--- src/rtl/move_segmenter_if.sv ---
// Command and segment bus shared by the move source, move_segmenter and the stepper controller.
interface move_segmenter_if #(
  parameter int IN_BITS  = 16,
  parameter int SEG_BITS = 8
);
  logic                       in_valid;
  logic                       in_ready;
  logic signed [IN_BITS-1:0]  in_dx;
  logic signed [IN_BITS-1:0]  in_dy;
  logic                       seg_trigger;
  logic signed [SEG_BITS-1:0] seg_dx;
  logic signed [SEG_BITS-1:0] seg_dy;
  logic                       seg_done;
  logic                       busy;

  modport master (
    output in_valid, in_dx, in_dy, seg_done,
    input  in_ready, seg_trigger, seg_dx, seg_dy, busy
  );

  modport slave (
    input  in_valid, in_dx, in_dy, seg_done,
    output in_ready, seg_trigger, seg_dx, seg_dy, busy
  );
endinterface

--- src/rtl/move_segmenter.sv ---
// Splits one signed relative XY move into symmetric-clamped stepper segments, paced by clk_en.
// Optional: define MOVE_SEGMENTER_ZERO_SKIP_EN to drop (0,0) commands without issuing a segment.
module move_segmenter #(
  parameter int IN_BITS  = 16,
  parameter int SEG_BITS = 8
) (
  input  logic clk,
  input  logic reset,
  input  logic clk_en,
  move_segmenter_if.slave bus
);

  typedef enum logic [1:0] {
    IDLE  = 2'd0,
    ISSUE = 2'd1,
    GUARD = 2'd2,
    WAIT  = 2'd3
  } state_t;

  localparam logic signed [IN_BITS-1:0] SEG_MAX = IN_BITS'((1 << (SEG_BITS - 1)) - 1);

  state_t state_q, state_d;
  logic signed [IN_BITS-1:0]  rem_x_q, rem_x_d;
  logic signed [IN_BITS-1:0]  rem_y_q, rem_y_d;
  logic signed [SEG_BITS-1:0] seg_dx_q, seg_dx_d;
  logic signed [SEG_BITS-1:0] seg_dy_q, seg_dy_d;
  logic signed [IN_BITS-1:0]  clamp_x, clamp_y;
  logic                       in_ready;
  logic                       seg_trigger;

  // Symmetric clamp keeps -2^(SEG_BITS-1) from ever reaching the stepper.
  function automatic logic signed [IN_BITS-1:0] clamp_seg(input logic signed [IN_BITS-1:0] r);
    if (r > SEG_MAX) begin
      return SEG_MAX;
    end else if (r < -SEG_MAX) begin
      return -SEG_MAX;
    end
    return r;
  endfunction

  assign clamp_x = clamp_seg(rem_x_q);
  assign clamp_y = clamp_seg(rem_y_q);

  always_comb begin
    state_d     = state_q;
    rem_x_d     = rem_x_q;
    rem_y_d     = rem_y_q;
    seg_dx_d    = seg_dx_q;
    seg_dy_d    = seg_dy_q;
    seg_trigger = 1'b0;
    in_ready    = 1'b0;
    if (clk_en) begin
      case (state_q)
        IDLE: begin
          in_ready = 1'b1;
          if (bus.in_valid) begin
`ifdef MOVE_SEGMENTER_ZERO_SKIP_EN
            if ((bus.in_dx != '0) || (bus.in_dy != '0)) begin
              rem_x_d = bus.in_dx;
              rem_y_d = bus.in_dy;
              state_d = ISSUE;
            end
`else
            rem_x_d = bus.in_dx;
            rem_y_d = bus.in_dy;
            state_d = ISSUE;
`endif
          end
        end
        ISSUE: begin
          seg_trigger = 1'b1;
          seg_dx_d    = clamp_x[SEG_BITS-1:0];
          seg_dy_d    = clamp_y[SEG_BITS-1:0];
          rem_x_d     = rem_x_q - clamp_x;
          rem_y_d     = rem_y_q - clamp_y;
          state_d     = GUARD;
        end
        GUARD: begin
          state_d = WAIT;
        end
        WAIT: begin
          if (bus.seg_done) begin
            if ((rem_x_q == '0) && (rem_y_q == '0)) begin
              state_d = IDLE;
            end else begin
              state_d = ISSUE;
            end
          end
        end
        default: begin
          state_d = IDLE;
        end
      endcase
    end
  end

  always_ff @(posedge clk) begin
    if (!reset) begin
      state_q  <= IDLE;
      rem_x_q  <= '0;
      rem_y_q  <= '0;
      seg_dx_q <= '0;
      seg_dy_q <= '0;
    end else begin
      state_q  <= state_d;
      rem_x_q  <= rem_x_d;
      rem_y_q  <= rem_y_d;
      seg_dx_q <= seg_dx_d;
      seg_dy_q <= seg_dy_d;
    end
  end

  assign bus.in_ready    = in_ready;
  assign bus.seg_trigger = seg_trigger;
  assign bus.seg_dx      = seg_dx_q;
  assign bus.seg_dy      = seg_dy_q;
  assign bus.busy        = (state_q != IDLE);

endmodule

--- src/flat_wrapper.sv ---
// flat-port wrapper written by rule: the top's interface ports become plain ports
module move_segmenter_flat 
#(
  parameter int IN_BITS  = 16,
  parameter int SEG_BITS = 8
)
  (clk, reset, clk_en, bus_in_valid, bus_in_dx, bus_in_dy, bus_seg_done, bus_in_ready, bus_seg_trigger, bus_seg_dx, bus_seg_dy, bus_busy);
  move_segmenter_if #(.IN_BITS(IN_BITS), .SEG_BITS(SEG_BITS)) bus_i ();
  input  logic clk;
  input  logic reset;
  input  logic clk_en;
  input wire logic [$bits(bus_i.in_valid)-1:0] bus_in_valid;
  input wire logic [$bits(bus_i.in_dx)-1:0] bus_in_dx;
  input wire logic [$bits(bus_i.in_dy)-1:0] bus_in_dy;
  input wire logic [$bits(bus_i.seg_done)-1:0] bus_seg_done;
  output wire logic [$bits(bus_i.in_ready)-1:0] bus_in_ready;
  output wire logic [$bits(bus_i.seg_trigger)-1:0] bus_seg_trigger;
  output wire logic [$bits(bus_i.seg_dx)-1:0] bus_seg_dx;
  output wire logic [$bits(bus_i.seg_dy)-1:0] bus_seg_dy;
  output wire logic [$bits(bus_i.busy)-1:0] bus_busy;
  assign bus_i.in_valid = bus_in_valid;
  assign bus_i.in_dx = bus_in_dx;
  assign bus_i.in_dy = bus_in_dy;
  assign bus_i.seg_done = bus_seg_done;
  assign bus_in_ready = bus_i.in_ready;
  assign bus_seg_trigger = bus_i.seg_trigger;
  assign bus_seg_dx = bus_i.seg_dx;
  assign bus_seg_dy = bus_i.seg_dy;
  assign bus_busy = bus_i.busy;
  move_segmenter #(.IN_BITS(IN_BITS), .SEG_BITS(SEG_BITS)) u_core (.clk(clk), .reset(reset), .clk_en(clk_en), .bus(bus_i));
endmodule
--- config.mk ---
export PLATFORM = sky130hd
export DESIGN_NAME = move_segmenter_flat
export DESIGN_NICKNAME = d
export VERILOG_FILES = /design/src/rtl/move_segmenter_if.sv /design/src/rtl/move_segmenter.sv /design/src/flat_wrapper.sv
export SDC_FILE = /design/constraint.sdc
export NUM_CORES = 1
export LEC_CHECK = 0
export ABC_AREA = 1
export CAP_MARGIN = 20
export CORE_AREA = 10 10 110 112
export DETAILED_ROUTE_END_ITERATION = 7
export DIE_AREA = 0 0 120 122
export HOLD_SLACK_MARGIN = 0.1
export PLACE_DENSITY = 0.62
export SLEW_MARGIN = 20
export SYNTH_ARGS = -nofsm -noshare
export SYNTH_HDL_FRONTEND = slang
export SYNTH_SLANG_ARGS = --single-unit
--- constraint.sdc ---
create_clock -name clk -period 3.8 [get_ports clk]
set_input_delay 0.76 -clock clk [delete_from_list [all_inputs] [get_ports clk]]
set_output_delay 0.76 -clock clk [all_outputs]
set_load 0.01 [all_outputs]
* Yosys cells after proc, flatten, opt, wreduce, memory -nomap -nowiden
Cells that the tools add are included.
Cells by class: multiplexer cells 22, equal/unequal tests 5, reductions and logical operators 9, $lt $le $gt $ge 4, $add $sub $neg 2
Operators by type and width (number):
- 16-bit 2-to-1 mux | 8
- 16-bit case mux with 2 select lines | 2
- 16-bit by 8-bit greater-than comparator with 1-bit output (second input constant) | 2
- 16-bit logical NOT | 2
- 16-bit by 8-bit < comparator with 1-bit output (second input constant) | 2
- 16-bit subtractor | 2
- 1-bit 2-to-1 mux | 9
- 2-bit case mux with 4 select lines | 1
- 3-bit AND reduction | 2
- 2-bit equality test (second input constant) | 2
- 2-bit 2-to-1 mux | 2
- 2-bit != test (second input constant) | 2
- 2-bit nonzero test | 2
- 2-bit by 1-bit equality test with 1-bit output (second input constant) | 1
- 2-bit logical NOT | 1
- 2-bit AND reduction | 1
- 1-bit logical AND | 1
Word-level totals: logic and storage cells 47, bits of input ports 37, register bits after elaboration 50

* Longest topological paths before layout
Gate-level depths: netlist of run 1.
depth in word-level cells 6, mapped depth 20, depth with buffers taken out 20

* Worst setup path before layout of run 1
No wires, ideal clock.
path type register to register, start register u_core.rem_y_q[14], end register u_core.rem_y_q[10], stages on the path, launching flop included 15, path buffers 0, data arrival time 2328 ps, setup slack 1336 ps, clock period less this slack 2464 ps, cell sequence dfxtp_1 > inv_1 > nor2_1 > nand3_1 > o21bai_4 > a21oi_1 > fa_1 > nand3_1 > nand2_1 > a21oi_1 > nor2_1 > o21ai_0 > xnor2_1 > o21ai_0 > a21oi_1
Between the ends: word-level cells in the longest chain between the ends 6, elaborated cells on any way between the ends 8
RTL lines:
- from (decl) | RTL line move_segmenter.sv:24 | logic signed [IN_BITS-1:0] rem_y_q, rem_y_d;
- from (signal assigned) | RTL line move_segmenter.sv:107 | rem_y_q <= rem_y_d;
- 16-bit by 8-bit < comparator with 1-bit output | RTL line move_segmenter.sv:35 | end else if (r < -SEG_MAX) begin
- 1-bit 2-to-1 mux | RTL line move_segmenter.sv:35
- 1-bit 2-to-1 mux | RTL line move_segmenter.sv:33 | if (r > SEG_MAX) begin
- 16-bit 2-to-1 mux * | RTL line move_segmenter.sv:38 | return r;
- 16-bit subtractor * | RTL line move_segmenter.sv:75 | rem_y_d = rem_y_q - clamp_y;
- 16-bit case mux with 2 select lines * | RTL line move_segmenter.sv:53 | case (state_q)
Mark *: on every way between the ends. The rest lies on a longest branch, timed or not. A chain may end at the register's enable or synchronous reset.

* Worst setup path after layout of run 1
start register u_core.rem_y_q[15], end register u_core.rem_y_q[8]
The elaborated chain is that of the path after synthesis.

==> results.md, run 1 <==
* Synthesized flop and latch total at 50
* Clock latency on the worst-skew pair at about 310 ps
* Unique masters post-synth at 41
* Hold violation total from the final report at 0
* Gp weighted congestion at 0.918
* Layout cell share with drive strength beyond 1 at 5.80%
* Max Buffers Root-to-Sink at 2
* Worst R2R End: u_core.rem_y_q[8]$_SDFFE_PN0P_
* Worst Hold End: u_core.rem_y_q[0]$_SDFFE_PN0P_
* Hold WS at 506 ps
* Critical path's largest stage delay at about 570 ps
* Clk pin slew, worst setup/hold paths at roughly 100 ps
* RR Startpoint: u_core.rem_y_q[15]$_SDFFE_PN0P_
* Commonest non-fill, non-tap cell in the layout: nand2_1
* Crit-path cells: nand2_1 > nor2_1 > nand3_1 > o21bai_4 > a21oi_1 > fa_1 > nand3_1 > nand2_1 > a21oi_1 > o21ai_0 > xor2_1 > o21ai_0 > a21oi_1
* Wire length on met2 at between 5000 and 6000 µm
* Drt total wl at 11500 µm
* RSZ-0062 raised after global routing: false
* Crit path launch type: flip-flop
* Post-CTS setup buffers at 0
* Core Area at 10000 µm²
* Critical path arrival at 3220 ps
* Peak supply drop at ~0.24 mV
* Final routed DRC violation total at 0
* DR pass1 iterations at 5
* All-Layer GR Usage at 15.4%
* Least-Margin Pin Slew at 637 ps
* Critical Path RT at 4000 ps
* Pin count of the biggest net entering global routing at 53
* CTS buffer count at 5
* First DRT Iteration DRCs at 206
* Die height at approximately 120 µm
* Area Overhead vs Synth at 19.2%
* H-tree Lvls at 2
* Post-DRT Antenna Nets at 0
* Syn Area/Cell at 6.42 µm²
* Hold Crit Class: flip-flop to flip-flop
* Uppermost layer routed: met4
* Most frequent cells in the layout: nand2_1, nor2_1, a21oi_1
* Final period utilization at 79.5%
* Hold Crit Start: u_core.rem_y_q[0]$_SDFFE_PN0P_
* CP Max Fanout at 11
* Grt total ovfl at 0
* CP top delay family: compound AO/OA/AOI/OAI gates
* Antenna cell count at 0
* Vias in the first global route at 4000
* Final setup fails at 0
* Setup TNS at 0 ps
* R2R depth at 13
* Port Buffers at 55
* Met1 Wirelength at slightly above 5000 µm
* Yosys warns at 0
* Cells after Synth at between 600 and 700
* Dominant synthesized flop cell: dfxtp_1
* Sequential share of the synthesized area at 25.0%
* Worst setup path class: flip-flop to flip-flop
* CP Capture Type: flip-flop
* Antenna violations before repair at 0
* Horiz. Die Dim at 120 µm
* Hold Crit Depth at 2
* CP Buf/Inv Count at 0
* First-pass GRT wire length at 19100 µm
* CP startpoint: u_core.rem_y_q[15]$_SDFFE_PN0P_
* Post-CTS sizing at 0
* Static leakage at approximately 2.2 nW
* Post-layout min period at 3020 ps
* Syn Std Cell Area at 4010 µm²
* CTS sink cnt at 50
* EDFF count, synth at 0
* Wirelength per Cell at 14.2 µm
* PD cells at 475 nW/µm²
* Max transition margin at 57.3%
* Fmax at between 300 and 400 MHz
* Outcome: completed
* Hold buffers post-CTS at 0
* Top-Level Pins at 56
* Row count at 37
* CTS tree: done
* Final Max Tran Viols at 0
* Dpl hpwl at 8770 µm
* Clock Skews at 6.39 ps
* Vias/cell at 5.20
* CP most frequent cell: a21oi_1
* WL met3 at 343 µm
* Die area at between 10000 and 15000 µm²
* Slowest cell on crit path: dfxtp_1
* Initial core utilization at 39.9%
* Synth async-reset ratio at 0%
* Max_cap viols at 0
* Total number of vias at between 4k and 5k
* Layout Nets at 742
* Syn_nets at 695
* Root Buffer: clkbuf_8
* Worst reg-to-reg setup slack at 780 ps
state kept, by name, indices dropped and copies added (netlist names):
signal	flops
u_core.rem_y_q	16
u_core.rem_x_q	16
u_core.bus.seg_dy	8
u_core.state_q	2
u_core.bus.seg_dx	8
Yosys cell counts (4+ instances only):
master,instances,share of area [%]
a21oi_1,76,9.5
o211ai_1,16,3.0
nand3_1,31,3.9
a31oi_1,4,0.62
nand2_1,140,13
nand2_2,10,1.6
dfxtp_1,50,25
nand2_4,4,1.1
o21ai_0,31,3.9
nor2_1,77,7.2
nand4_1,6,0.94
xor2_1,8,1.7
ha_1,31,9.7
inv_1,68,6.4
a21o_1,6,1.1
nor3_1,5,0.62
a21oi_2,4,0.87
clkbuf_1,16,1.5
per-stage QoR:
step	setup WS [ps]	instance area, µm²	power, mW	instances	utilization, %
final	779	4780	2.27	808	47.6
after global routing	517	4780	2.49	808	47.6
after CTS	778	4780	2.28	808	47.6
after detailed placement	795	4700	1.95	801	46.8
after global placement	866	4700	1.93	801	46.8
after floorplan	1340	4010	1.63	625	-
power breakdown:
group / internal, mW / switching [mW]
Combinational: 0.494 / 0.808
Clock: 0.126 / 0.198
Sequential: 0.581 / 0.0634
kinds of logic (layout without fill, tap and decap cells):
kind of cell,count (synthesis),after routing,synth area share (%)
simple gates,280,280,29.5
compound gates,159,159,23.6
buf+inv,92,139,8.83
flops,50,50,25.0
fa+ha+maj,33,33,10.7
xor+xnor,11,11,2.40
tightest hold or removal path, delay by kind of cell, from the launching register on:
kind	cells	cell delay, ps
AOI/OAI and AO/OA	1	60
and+or+nand+nor	1	60
DFF	1	340
layer usage:
layer,up-vias,track usage (%)
li1,2176,-
met1,1928,18.7
met2,82,27.8
met3,15,1.85
met4,0,4.45
met5,-,0
final cells by class:
cell class              count  area, µm²
clock inverters             2       15.0
multi-input cells         483       2670
fillers                  1074       5260
repair buffers             61        596
clock buffers               5       68.8
flip-flops and latches     50       1000
well taps                 136        170
inverters                  71        267
worst max path at each step:
stage	cells after the start	to	slack (ps)
2_1_floorplan	14	u_core.rem_y_q[10]$_SDFFE_PN0P_	1340
3_3_place_gp	14	u_core.rem_y_q[10]$_SDFFE_PN0P_	870
3_5_place_dp	14	u_core.rem_y_q[10]$_SDFFE_PN0P_	790
4_1_cts	14	u_core.rem_y_q[10]$_SDFFE_PN0P_	780
5_1_grt	14	u_core.rem_y_q[10]$_SDFFE_PN0P_	520
6_report	13	u_core.rem_y_q[8]$_SDFFE_PN0P_	780
Power figures use the tool's default switching activity.
==> run 2, diff against run 1 <==
--- a/config.mk
+++ b/config.mk
@@ -11,7 +11,7 @@
 export DETAILED_ROUTE_END_ITERATION = 7
 export DIE_AREA = 0 0 120 122
 export HOLD_SLACK_MARGIN = 0.1
-export PLACE_DENSITY = 0.62
+export PLACE_DENSITY = 0.64
 export SLEW_MARGIN = 20
 export SYNTH_ARGS = -nofsm -noshare
 export SYNTH_HDL_FRONTEND = slang
==> constraint.sdc (replaced) <==
create_clock -name clk -period 2.5 [get_ports clk]
set_input_delay 0.5 -clock clk [delete_from_list [all_inputs] [get_ports clk]]
set_output_delay 0.5 -clock clk [all_outputs]
set_load 0.01 [all_outputs]
==> run 2 against run 1 <==
  * The run now ends with setup timing left
  * Clock skew grew 8.0 ps
  * Setup slack lost 910 ps
  * First-iteration DRC count grew 60%
  * Non-clock buffer count grew 109
  * Highest routed layer unchanged
==> results.md, run 2 (synthesis results as in run 1) <==
* Outcome: finished, violations left
* Violated checks: setup timing
* RSZ-0062 raised after global routing: true
* All-Layer GR Usage at between 10% and 20%
* Dpl ws at -223 ps
* Antenna cell count at 0
* Core Area at 10000 µm²
* Layout cell share with drive strength beyond 1 at about a third
* Part of the power in registers at about a fifth
* Hold Crit Class: flip-flop to flip-flop
* Total number of vias at 4775
* Setup WS post-layout at -133 ps
* Crit path launch type: flip-flop
* Routing usage on met2 at 32.9%
* Die height at 122 µm
* Logic pwr share at 68.5%
* Critical Path RT at approximately 2700 ps
* CP Buf/Inv Count at 2
* Peak supply drop at approximately 0.54 mV
* First DRT Iteration DRCs at 330
* Clk pwr share at between 10% and 20%
* GR Util met3 at under 10%
* Pin count of the biggest net entering global routing at 48
* Hold buffers post-CTS at 0
* Max transition margin at 63.1%
* Top-Level Pins at 56
* Vias in the first global route at about 4.8k
* Final routed DRC violation total at 0
* Switching part of the total power at 44.0%
* DR pass1 iterations at 5
* Post-layout min period at 2630 ps
* Crit-path cells: nor2_2 > nand2_1 > nor2_2 > nand2_1 > nand2_2 > clkinvlp_4 > buf_12 > a21oi_4 > ha_4 > a21oi_2 > nand2_2 > a21oi_4 > o21ai_0 > xor2_1 > o21ai_1 > a21oi_1
* Port Buffers at 55
* Gp weighted congestion at 0.978
* Root Buffer: clkbuf_8
* First-pass GRT wire length at 21400 µm
* CTS buffer count at 5
* Final period utilization at 105%
* CP Max Fanout at 4
* Worst setup path class: flip-flop to flip-flop
* Post-DRT Antenna Nets at 0
* Row count at 37
* Least-Margin Pin Slew at 554 ps
* Top flop regs: u_core.rem_x_q (16), u_core.rem_y_q (16)
* Max_cap viols at 0
* Dpl hpwl at 9480 µm
* Worst reg-to-reg setup slack at -130 ps
* Worst R2R End: u_core.rem_y_q[8]$_SDFFE_PN0P_
* Clk pin slew, worst setup/hold paths at 110 ps
* Static leakage at around 2.9 nW
* CP top delay family: compound AO/OA/AOI/OAI gates
* Clock Skews at 14.4 ps
* Vias/cell at 5.20
* CP startpoint: u_core.rem_y_q[12]$_SDFFE_PN0P_
* Critical path's largest stage delay at 350 ps
* Layout Nets at between 800 and 900
* Fmax at ~380 MHz
* Wirelength per Cell at 15.2 µm
* PD cells at 812 nW/µm²
* Met1 Track Usage GR at 19.3%
* Psw at 2.23 mW
* Final Max Tran Viols at 0
* Design internal power at 2.84 mW
* Die area at between 10000 and 15000 µm²
* Clock latency on the worst-skew pair at 330 ps
* Slowest cell on crit path: dfxtp_2
* Grt total ovfl at 0
* Max Buffers Root-to-Sink at 2
* Most frequent cells in the layout: nand2_1, buf_4, nor2_1
* H-tree Lvls at 2
* Antenna violations before repair at 0
* WP depth at 16
* Gr busiest metal: met2
* RR Startpoint: u_core.rem_y_q[12]$_SDFFE_PN0P_
* Critical path arrival at 2850 ps
* Initial core utilization at 39.9%
* CP Capture Type: flip-flop
* Final setup fails at 12
* Setup TNS at -693 ps
* Layout fillers at 870
* CTS tree: done
* Commonest non-fill, non-tap cell in the layout: nand2_1
* Drt total wl at 14000 µm
* Critical Path Sink: u_core.rem_y_q[8]$_SDFFE_PN0P_
* CTS sink cnt at 50
* Area Overhead vs Synth at 55.6%
* Hold violation total from the final report at 0
* Horiz. Die Dim at 120 µm
* R2R depth at 16
-- run 2: cell count changes in the layout (fill, tap and decap cells not counted), moves of 15 or more --
cell     delta
a21oi_4    +16
nand2_1    -18
a21oi_1    -24
nand2_2    +15
buf_4     +100
dfxtp_2    +16
dfxtp_1    -17
-- run 2: how the worst min path moves through the flow --
stage | startpoint | end | cells past startpoint
2_1_floorplan | u_core.rem_x_q[0]$_SDFFE_PN0P_ | u_core.rem_x_q[0]$_SDFFE_PN0P_ | 2
5_1_grt | u_core.rem_x_q[7]$_SDFFE_PN0P_ | u_core.rem_x_q[7]$_SDFFE_PN0P_ | 2
3_5_place_dp | u_core.rem_y_q[0]$_SDFFE_PN0P_ | u_core.rem_y_q[0]$_SDFFE_PN0P_ | 2
3_3_place_gp | u_core.rem_y_q[0]$_SDFFE_PN0P_ | u_core.rem_y_q[0]$_SDFFE_PN0P_ | 2
6_report | u_core.rem_y_q[0]$_SDFFE_PN0P_ | u_core.rem_y_q[0]$_SDFFE_PN0P_ | 2
4_1_cts | u_core.rem_y_q[0]$_SDFFE_PN0P_ | u_core.rem_y_q[0]$_SDFFE_PN0P_ | 2
-- run 2: worst reg2reg max path, cell delays in order, from the launching register on --
cell and delay (ps):
dfxtp_2 350, nor2_2 100, nand2_1 70, nor2_2 110, nand2_1 80, nand2_2 90
clkinvlp_4 150, buf_12 170, a21oi_4 160, ha_4 240, a21oi_2 170, nand2_2 110
a21oi_4 180, o21ai_0 130, xor2_1 160, o21ai_1 170, a21oi_1 90
-- run 2: area by class of cell --
cell class	instances	area (µm²)	area share, %
multi-input cells	483	3180	51.0
repair buffers	170	1470	23.5
flip-flops and latches	50	1020	16.4
inverters	71	277	4.43
well taps	136	170	2.73
clock buffers	5	68.8	1.10
clock inverters	3	48.8	0.782
-- run 2: power groups by stage --
stage,clock network (mW),logic [mW],registers (mW)
3_5_place_dp,0,2.58,0.961
3_3_place_gp,0,2.54,0.958
2_1_floorplan,0,1.51,0.971
6_report,0.640,3.47,0.956
5_1_grt,0.681,3.76,0.966
4_1_cts,0.651,2.80,0.950
-- run 2: per-stage QoR --
step	instance area [µm²]	hold slack, ps	power [mW]	util (%)	cells
after floorplan	4010	459	2.48	-	625
after global placement	5360	475	3.50	53.3	887
after detailed placement	5360	480	3.54	53.3	887
after CTS	5730	494	4.40	57.1	902
after global routing	6240	514	5.41	62.1	918
final	6240	493	5.07	62.1	918
-- run 2: per-layer routing --
metal	wire (µm)	vias to the layer above
met4	326	0
met3	488	26
met1	5670	2236
li1	-	2393
met5	0	-
met2	7490	120
-- run 2: repair_timing --
action                     in CTS  in global routing
cloned                          0                  0
pin swaps                      30                 47
setup endpoints to repair      21                 27
hold endpoints to repair        0                  0
buffers inserted                7                 17
resized for setup              60                 85
